## config.mk

```make
export PLATFORM = sky130hd
export DESIGN_NAME = reg_alu_pipe_flat
export DESIGN_NICKNAME = d
export VERILOG_FILES = /design/src/rtl/reg_alu_pkg.sv /design/src/rtl/reg_alu_pipe_if.sv /design/src/rtl/reg_alu_pipe_alu.sv /design/src/rtl/reg_alu_pipe.sv /design/src/flat_wrapper.sv
export SDC_FILE = /design/constraint.sdc
export NUM_CORES = 1
export LEC_CHECK = 0
export CELL_PAD_IN_SITES_DETAIL_PLACEMENT = 0
export CELL_PAD_IN_SITES_GLOBAL_PLACEMENT = 2
export CORE_UTILIZATION = 38
export CTS_CLUSTER_SIZE = 14
export DETAILED_ROUTE_END_ITERATION = 8
export PLACE_DENSITY_LB_ADDON = 0.1
export SETUP_SLACK_MARGIN = 0.02
export SYNTH_ARGS = -nofsm -noshare
export SYNTH_HDL_FRONTEND = slang
export SYNTH_SLANG_ARGS = --single-unit
```

## constraint.sdc

```tcl
create_clock -name clk -period 4.1 [get_ports clk]
set_input_delay 0.82 -clock clk [delete_from_list [all_inputs] [get_ports clk]]
set_output_delay 0.82 -clock clk [all_outputs]
set_load 0.1 [all_outputs]
```

## src/rtl/reg_alu_pkg.sv

```systemverilog
// rtl/reg_alu_pkg.sv - shared ALU opcode definitions for the register/ALU pipeline
package reg_alu_pkg;

  typedef enum logic [2:0] {
    OP_ADD = 3'd0,
    OP_SUB = 3'd1,
    OP_AND = 3'd2,
    OP_OR  = 3'd3,
    OP_XOR = 3'd4,
    OP_SLT = 3'd5,
    OP_SLL = 3'd6,
    OP_SRL = 3'd7
  } alu_op_e;

endpackage

```

## src/rtl/reg_alu_pipe_if.sv

```systemverilog
// rtl/reg_alu_pipe_if.sv - issue and result handshake bundle for reg_alu_pipe
interface reg_alu_pipe_if #(
  parameter int WIDTH = 16,
  parameter int DEPTH = 8
);
  localparam int AW = $clog2(DEPTH);

  logic             in_valid;
  logic             in_ready;
  logic             src_sel;
  logic [2:0]       op;
  logic [AW-1:0]    rd_addr_a;
  logic [AW-1:0]    rd_addr_b;
  logic [AW-1:0]    wr_addr;
  logic [WIDTH-1:0] d_in;
  logic             out_valid;
  logic             out_ready;
  logic [WIDTH-1:0] out_data;
  logic             out_cout;
  logic             out_zero;

  modport master (
    output in_valid, src_sel, op, rd_addr_a, rd_addr_b, wr_addr, d_in, out_ready,
    input  in_ready, out_valid, out_data, out_cout, out_zero
  );

  modport slave (
    input  in_valid, src_sel, op, rd_addr_a, rd_addr_b, wr_addr, d_in, out_ready,
    output in_ready, out_valid, out_data, out_cout, out_zero
  );
endinterface

```

## src/rtl/reg_alu_pipe_alu.sv

```systemverilog
// rtl/reg_alu_pipe_alu.sv - combinational ALU core (alu_core)
module alu_core
  import reg_alu_pkg::*;
#(
  parameter int WIDTH = 16
) (
  input  logic [WIDTH-1:0] a,
  input  logic [WIDTH-1:0] b,
  input  alu_op_e          op,
  output logic [WIDTH-1:0] result,
  output logic             cout
);
  localparam int SW = $clog2(WIDTH);

  logic [WIDTH:0] sum;

  always_comb begin
    result = '0;
    cout   = 1'b0;
    sum    = '0;
    case (op)
      OP_ADD: begin
        sum    = {1'b0, a} + {1'b0, b};
        result = sum[WIDTH-1:0];
        cout   = sum[WIDTH];
      end
      OP_SUB: begin
        // carry out of a + ~b + 1 doubles as the unsigned a >= b flag
        sum    = {1'b0, a} + {1'b0, ~b} + {{WIDTH{1'b0}}, 1'b1};
        result = sum[WIDTH-1:0];
        cout   = sum[WIDTH];
      end
      OP_AND: result = a & b;
      OP_OR:  result = a | b;
      OP_XOR: result = a ^ b;
      OP_SLT: result[0] = $signed(a) < $signed(b);
      OP_SLL: result = a << b[SW-1:0];
      OP_SRL: result = a >> b[SW-1:0];
      default: result = '0;
    endcase
  end
endmodule

```

## src/rtl/reg_alu_pipe.sv

```systemverilog
// rtl/reg_alu_pipe.sv - register file with two-stage EX/WB ALU pipeline and result handshake
module reg_alu_pipe
  import reg_alu_pkg::*;
#(
  parameter int WIDTH = 16,
  parameter int DEPTH = 8
) (
  input  logic           clk,
  input  logic           reset,
  reg_alu_pipe_if.slave  bus
);
  localparam int AW = $clog2(DEPTH);

  logic [WIDTH-1:0] rf [DEPTH];

  logic             ex_valid;
  logic             ex_src;
  alu_op_e          ex_op;
  logic [AW-1:0]    ex_wr;
  logic [WIDTH-1:0] ex_a;
  logic [WIDTH-1:0] ex_b;
  logic [WIDTH-1:0] ex_din;

  logic             wb_valid;
  logic [WIDTH-1:0] wb_data;
  logic             wb_cout;
  logic             wb_zero;

  logic [WIDTH-1:0] alu_res;
  logic             alu_cout;
  logic [WIDTH-1:0] ex_result;
  logic             ex_cout;
  logic [WIDTH-1:0] opa;
  logic [WIDTH-1:0] opb;
  logic             xfer;
  logic             issue;

  alu_core #(.WIDTH(WIDTH)) u_alu (
    .a      (ex_a),
    .b      (ex_b),
    .op     (ex_op),
    .result (alu_res),
    .cout   (alu_cout)
  );

  assign ex_result = ex_src ? alu_res : ex_din;
  assign ex_cout   = ex_src & alu_cout;

  assign xfer         = ex_valid && (!wb_valid || bus.out_ready);
  assign bus.in_ready = !ex_valid || xfer;
  assign issue        = bus.in_valid && bus.in_ready;

  // EX result bypasses the file so dependent ops issue back-to-back
  assign opa = (ex_valid && bus.rd_addr_a == ex_wr) ? ex_result : rf[bus.rd_addr_a];
  assign opb = (ex_valid && bus.rd_addr_b == ex_wr) ? ex_result : rf[bus.rd_addr_b];

  assign bus.out_valid = wb_valid;
  assign bus.out_data  = wb_data;
  assign bus.out_cout  = wb_cout;
  assign bus.out_zero  = wb_zero;

  always_ff @(posedge clk or negedge reset) begin
    if (!reset) begin
      for (int i = 0; i < DEPTH; i++) rf[i] <= '0;
    end else if (xfer) begin
      rf[ex_wr] <= ex_result;
    end
  end

  always_ff @(posedge clk or negedge reset) begin
    if (!reset) begin
      ex_valid <= 1'b0;
      ex_src   <= 1'b0;
      ex_op    <= OP_ADD;
      ex_wr    <= '0;
      ex_a     <= '0;
      ex_b     <= '0;
      ex_din   <= '0;
      wb_valid <= 1'b0;
      wb_data  <= '0;
      wb_cout  <= 1'b0;
      wb_zero  <= 1'b0;
    end else begin
      if (xfer) begin
        wb_valid <= 1'b1;
        wb_data  <= ex_result;
        wb_cout  <= ex_cout;
        wb_zero  <= (ex_result == '0);
      end else if (wb_valid && bus.out_ready) begin
        wb_valid <= 1'b0;
      end

      if (issue) begin
        ex_valid <= 1'b1;
        ex_src   <= bus.src_sel;
        ex_op    <= alu_op_e'(bus.op);
        ex_wr    <= bus.wr_addr;
        ex_a     <= opa;
        ex_b     <= opb;
        ex_din   <= bus.d_in;
      end else if (xfer) begin
        ex_valid <= 1'b0;
      end
    end
  end
endmodule
```

## src/flat_wrapper.sv

```systemverilog
// flat-port wrapper written by rule: the top's interface ports become plain ports
module reg_alu_pipe_flat import reg_alu_pkg::*;
#(
  parameter int WIDTH = 16,
  parameter int DEPTH = 8
)
  (clk, reset, bus_in_valid, bus_src_sel, bus_op, bus_rd_addr_a, bus_rd_addr_b, bus_wr_addr, bus_d_in, bus_out_ready, bus_in_ready, bus_out_valid, bus_out_data, bus_out_cout, bus_out_zero);
  reg_alu_pipe_if #(.WIDTH(WIDTH), .DEPTH(DEPTH)) bus_i ();
  input  logic clk;
  input  logic reset;
  input wire logic [$bits(bus_i.in_valid)-1:0] bus_in_valid;
  input wire logic [$bits(bus_i.src_sel)-1:0] bus_src_sel;
  input wire logic [$bits(bus_i.op)-1:0] bus_op;
  input wire logic [$bits(bus_i.rd_addr_a)-1:0] bus_rd_addr_a;
  input wire logic [$bits(bus_i.rd_addr_b)-1:0] bus_rd_addr_b;
  input wire logic [$bits(bus_i.wr_addr)-1:0] bus_wr_addr;
  input wire logic [$bits(bus_i.d_in)-1:0] bus_d_in;
  input wire logic [$bits(bus_i.out_ready)-1:0] bus_out_ready;
  output wire logic [$bits(bus_i.in_ready)-1:0] bus_in_ready;
  output wire logic [$bits(bus_i.out_valid)-1:0] bus_out_valid;
  output wire logic [$bits(bus_i.out_data)-1:0] bus_out_data;
  output wire logic [$bits(bus_i.out_cout)-1:0] bus_out_cout;
  output wire logic [$bits(bus_i.out_zero)-1:0] bus_out_zero;
  assign bus_i.in_valid = bus_in_valid;
  assign bus_i.src_sel = bus_src_sel;
  assign bus_i.op = bus_op;
  assign bus_i.rd_addr_a = bus_rd_addr_a;
  assign bus_i.rd_addr_b = bus_rd_addr_b;
  assign bus_i.wr_addr = bus_wr_addr;
  assign bus_i.d_in = bus_d_in;
  assign bus_i.out_ready = bus_out_ready;
  assign bus_in_ready = bus_i.in_ready;
  assign bus_out_valid = bus_i.out_valid;
  assign bus_out_data = bus_i.out_data;
  assign bus_out_cout = bus_i.out_cout;
  assign bus_out_zero = bus_i.out_zero;
  reg_alu_pipe #(.WIDTH(WIDTH), .DEPTH(DEPTH)) u_core (.clk(clk), .reset(reset), .bus(bus_i));
endmodule
```

== Yosys cells after proc, flatten, opt, wreduce, memory -nomap -nowiden ==
Index checks and enable logic that the tools add are counted.

* Word-level logic and storage cells: 79
* Output and inout port bits: 20
* Register bits: 203

* Bitwise operators: 8
* Reduce and logical (&&, ||, !) cells: 14
* Add/sub/neg operators: 3
* Order comparisons: 5
* Mux-type cells: 19
* Eq/ne operators: 9
* Shift-type cells: 2

{| class="wikitable"
|+ Operators by type and width
! kind !! count
|-
| bitwise mux 128 bit || 1
|-
| 2-to-1 mux 16 bit || 8
|-
| case mux 15 bit (7 select lines) || 1
|-
| binary-select mux 16 bit (select 3 bit) || 2
|-
| demux 16 bit (select 3 bit) || 1
|-
| adder 16 x 16 -> 17 bit || 2
|-
| adder 17 x 1 -> 17 bit (second input constant) || 1
|-
| AND 16 bit || 1
|-
| zero test 16 bit || 1
|-
| < comparator 16 bit || 1
|-
| inverter 16 bit || 1
|-
| OR 16 bit || 1
|-
| left shift 16 x 4 -> 16 bit || 1
|-
| right shift 16 x 4 -> 16 bit || 1
|-
| bitwise XOR 16 bit || 1
|-
| equality test 3 bit (second input constant) || 4
|-
| greater-or-equal comparator 4 bit (second input constant) || 3
|-
| inverter 3 -> 4 bit || 3
|-
| case mux 1 bit (8 select lines) || 1
|-
| equality test 3 x 2 -> 1 bit (second input constant) || 2
|-
| equality test 3 bit || 2
|-
| logical AND 1 bit || 6
|-
| < comparator 4 x 1 -> 1 bit (second input constant) || 1
|-
| 2-to-1 mux 1 bit || 4
|-
| other kinds (7) || 10
|}

== Logic depth before layout (Yosys ltp) ==
* Depth in word-level cells: 6
* Depth in mapped cells: 17

== By module ==
Synthesis repeated with hierarchy kept, for this count alone.

* Cells, all modules: 1414
* Area, all modules: 13501.7 um^2

{| class="wikitable"
|+ Modules (own cells, without submodules)
! module !! seq. area each (um^2) !! cells an instance !! times used !! area an instance (um^2)
|-
| reg_alu_pipe || 5079.9 || 872 || 1 || 9786.9
|-
| alu_core || 0.0 || 542 || 1 || 3714.8
|}

== Worst setup path before layout ==
OpenSTA, ideal clock, no wires.

* Kind: reg-to-reg
* From: reg u_core.ex_b[2]
* To: reg u_core.rf[46] (netlist name)
* Library setup time: 0.125 ns
* Arrival time: 3.827 ns
* Stages on the path, launching flop included: 17
* Period minus slack after synthesis: 3.951 ns
* Required time: 3.975 ns
* Setup slack: 0.149 ns
* Path through: dfrtp_1 buf_2 buf_2 clkinv_1 clkbuf_1 ha_1 clkbuf_1 a21o_1 o2bb2ai_1 o41a_1 a31oi_1 o21ai_0 a221oi_1 a21oi_1 o221a_2 clkbuf_1 mux2_2

* Word-level cells in the longest chain between the ends: 6
* Elaborated cells on any way between the ends: 9
* Classes of those cells: add/sub: 3; shift: 2; mux: 3; bitwise: 1

{| class="wikitable"
|+ Ends and longest elaborated chain
! element !! RTL line !! source
|-
| start: declaration || reg_alu_pipe.sv:21 || <nowiki>logic [WIDTH-1:0] ex_b;</nowiki>
|-
| start signal: assignment || reg_alu_pipe.sv:99 || <nowiki>ex_b <= opb;</nowiki>
|-
| inverter 16 bit || reg_alu_pipe_alu.sv:29 || <nowiki>sum = {1'b0, a} + {1'b0, ~b} + {{WIDTH{1'b0}}, 1'b1};</nowiki>
|-
| adder 16 x 16 -> 17 bit || reg_alu_pipe_alu.sv:29 ||
|-
| adder 17 x 1 -> 17 bit || reg_alu_pipe_alu.sv:29 ||
|-
| case mux 15 bit (7 select lines) * || reg_alu_pipe_alu.sv:21 || <nowiki>case (op)</nowiki>
|-
| 2-to-1 mux 16 bit * || reg_alu_pipe.sv:46 || <nowiki>assign ex_result = ex_src ? alu_res : ex_din;</nowiki>
|-
| bitwise mux 128 bit * || reg_alu_pipe.sv:66 || <nowiki>rf[ex_wr] <= ex_result;</nowiki>
|-
| end signal: indexed assignment || reg_alu_pipe.sv:66 ||
|-
| end: declaration || reg_alu_pipe.sv:14 || <nowiki>logic [WIDTH-1:0] rf [DEPTH];</nowiki>
|}

Mark *: on every way between the ends. The rest lies on a longest branch, timed or not.
A chain may end at the register's enable or synchronous reset.

== Worst setup path in the final report ==
* From: reg u_core.ex_a[0]
* To: reg u_core.wb_zero, in the netlist u_core.bus.out_zero

* Word-level cells in the longest chain between the ends: 5
* Elaborated cells on any way between the ends: 13
* Classes of those cells: add/sub: 3; order compare: 1; shift: 2; mux: 3; bitwise: 3; reduce/logical: 1

{| class="wikitable"
|+ Ends and longest elaborated chain
! element !! RTL line !! source
|-
| start: declaration || reg_alu_pipe.sv:20 || <nowiki>logic [WIDTH-1:0] ex_a;</nowiki>
|-
| start signal: assignment || reg_alu_pipe.sv:98 || <nowiki>ex_a <= opa;</nowiki>
|-
| adder 16 x 16 -> 17 bit || reg_alu_pipe_alu.sv:29 ||
|-
| adder 17 x 1 -> 17 bit || reg_alu_pipe_alu.sv:29 ||
|-
| case mux 1 bit (8 select lines) or case mux 15 bit (7 select lines) (tied branches) || reg_alu_pipe_alu.sv:21 ||
|-
| 2-to-1 mux 16 bit * || reg_alu_pipe.sv:46 ||
|-
| zero test 16 bit * || reg_alu_pipe.sv:88 || <nowiki>wb_zero <= (ex_result == '0);</nowiki>
|-
| end signal: assignment || reg_alu_pipe.sv:88 ||
|-
| end: declaration || reg_alu_pipe.sv:27 || <nowiki>logic wb_zero;</nowiki>
|}

Marks and branches as above.

==> impl_metrics.ini <==
[layout]
utilization = 0.449
diodes = 0
area_growth_pct = 16.0
nets = 1455
drive_gt1_frac = 0.259

[detailed_routing]
avgViaCountPerCell = 5.85
drt_iter0_drc = 581
routed_wl_mm = 44.2
drt_first_pass_iters = 5
detail-route-antenna-nets = 0
wl_per_cell_um = 24.0
remaining_drc_errors = 0
vias = 10800

[floorplanning]
start_util = 0.387
dieHeight_um = 193
core_area_mm2 = 0.0357
fp.dieW_um = 193
dieArea_mm2 = 0.0371
rows = 69
io_pins = 53

[worst_setup_path]
crit_type = flip-flop to flip-flop
rr_worst_depth = 11
path_cells = ha_1, fa_1, a21o_1, o2bb2ai_1, o41a_1, a31oi_2, o21ai_0, a221oi_1, a21oi_1, o221a_2, o41ai_2
path_max_fanout = 12
critPathLaunchType = flip-flop
worstPathRequired_ns = 4.50
r2r_setup_slack_ns = 0.27
r2r_end = u_core.bus.out_zero
slowest_stage = fa_1
arrival_ns = 4.23
timing.rr.start = u_core.ex_a[0]
cpPeakStageDelay_ns = 0.49
end_kind = flip-flop

[sta]
fin_crit_sh = 0.934
hold_viol_final = 0
fin_setup_tns_ns = 0
fmax_mhz = 261
min_period_ns = 3.83
finalSetupViolations = 0
max_slew.worst_pin.slew_ns = 1.07
rsz0062_at_grt = no
fin_skew_ns = 0.0189
slew_headroom = 0.284
worst_slack_ns = 0.271
slew_violations = 0

[place]
io_buffers = 52
gp_congestion = 0.962
dp_hpwl_mm = 31.4
place_ws_ns = 0.136

[global_routing]
grt_max_degree = 95
grt_usage = 0.245
grt_pass1_wl_mm = 68.3
antenna_found_initial = 0
grt_pass1_vias = 10900
grt_remaining_overflow = 0

[outcome]
status = finished clean

[clocking]
holdBufCountCts = 0
cts_tree = yes
cts_resized = 0
cts_setup_buffers = 0
clock_latency_ns = 0.52
cts_num_sinks = 203
cts.path.max_buffers = 3
clk_pin_slew_ns = 0.06
cts_buffers = 24
cts_max_level = 1
cts-root-buf = clkbuf_16

[synth]
synth_fp_nets = 1414
synth_area_mm2 = 0.0138
async_reset_ff_frac = 1.00
synthCells = 1321
synth_top_flop_cell = dfrtp_1
synth-edff-count = 0
synth_cell_types = 64
yosysWarnings = 0
yosysSeqAreaShare = 0.368
syn_avg_cell_area_um2 = 10.5
ys_seq_elements = 203

[job]
maxCapViolCount = 0

[power_and_ir_drop]
p_leak_nw = 6.85
peakVddDrop_mv = 0.372
powerDensity_mw_per_mm2 = 853

[min_path]
worstHoldPathType = primary input to async pin
cell usage after synthesis, types with 12 or more instances:
library cell	number	area [um2]
mux4_2	76	1710
nand3_1	15	75.1
clkbuf_1	88	330
buf_1	15	56.3
o21ai_0	115	576
mux2_2	144	1620
ha_1	58	726
xnor2_1	13	114
buf_2	12	60.1
nor2_1	63	236
inv_1	46	173
nand2_1	150	563
a21oi_1	46	230
a22oi_1	16	120
nor3_1	20	100
o221ai_1	16	140
dfrtp_1	203	5080
mux2i_1	65	651
critical path, delay by kind of cell (launching register included):
| family | cells | cell delay (ns) |
|---|---|---|
| DFF | 1 | 0.45 |
| AOI/OAI and AO/OA | 9 | 2.51 |
| adders and majority gates | 2 | 0.76 |
metrics by stage:
stage	area (um2)	power, mW	hold slack (ns)	instances
6_report	16000	13.7	0.377	1841
5_1_grt	16000	14.6	0.446	1841
4_1_cts	16000	13.6	0.430	1841
3_5_place_dp	15100	11.2	0.464	1797
3_3_place_gp	15100	11.2	0.458	1797
2_1_floorplan	13800	8.77	0.461	1321
layout make-up:
class                      instances  area (um2)
clock buffer                      36         727
sequential                       203        5080
inverter                          48         180
multi-input combinational        953        8110
clock inverter                     8         168
tap                              461         577
fill                            3436       19600
timing repair buffer             132        1170
sequential cells by signal (all words and copies together) (netlist names), 3 cells and up:
| register | flops |
|---|---|
| u_core.bus.out_data | 16 |
| u_core.ex_a | 16 |
| u_core.ex_b | 16 |
| u_core.ex_din | 16 |
| u_core.ex_op | 3 |
| u_core.ex_wr | 3 |
| u_core.rf | 128 |
worst max path at each step:
stage / startpoint / to / slack [ns] / cells past startpoint
5_1_grt: u_core.ex_b[0] / u_core.bus.out_zero / 0.04 / 13
3_3_place_gp: u_core.ex_b[3] / u_core.ex_a[15] / 0.28 / 12
4_1_cts: u_core.ex_b[3] / u_core.ex_a[15] / 0.10 / 12
2_1_floorplan: u_core.ex_b[2] / u_core.rf[46] / 0.15 / 16
6_report: u_core.ex_a[0] / u_core.bus.out_zero / 0.27 / 11
3_5_place_dp: u_core.ex_b[3] / u_core.ex_b[15] / 0.14 / 12
placed cells by master, fill, tap and decap left out, types with 8 or more instances in the layout:
cell type,instances
o221ai_1,16
a22oi_1,16
clkbuf_16,25
clkdlybuf4s50_1,48
nor3_1,19
xnor2_1,13
a31oi_1,10
nand2b_1,11
nand2_1,149
o21ai_0,115
nor2_1,63
buf_4,76
a21oi_1,45
inv_1,46
o211ai_1,10
nand4_1,9
a21o_1,8
dfrtp_1,202
nand3_1,15
ha_1,58
a211oi_1,10
mux4_2,76
mux2_2,144
mux2i_1,65
power breakdown:
part	internal, mW	switching [mW]
sequential	2.88	0.704
clock	1.53	0.855
combinational	3.16	4.53
per-layer routing:
layer  track usage  vias to the layer above  part of all wire
met5             0                        -                 0
met1         0.348                     5511              0.47
met4        0.0660                        0             0.026
met3        0.0216                       63             0.035
li1              -                     4938                 -
met2         0.397                      256              0.47
cells by family (layout without fill, tap and decap cells):
kind of cell,count (synthesis),in the layout,synth area share
XOR/XNOR,15,15,0.00951
AND/OR/NAND/NOR,304,304,0.0984
multiplexers,285,285,0.288
flip-flops,203,203,0.368
AO/OA/AOI/OAI,289,289,0.134
buffers and inverters,165,224,0.0467
adder cells (fa/ha/maj),60,60,0.0554
No activity file was read; power rests on OpenSTA's default activity.
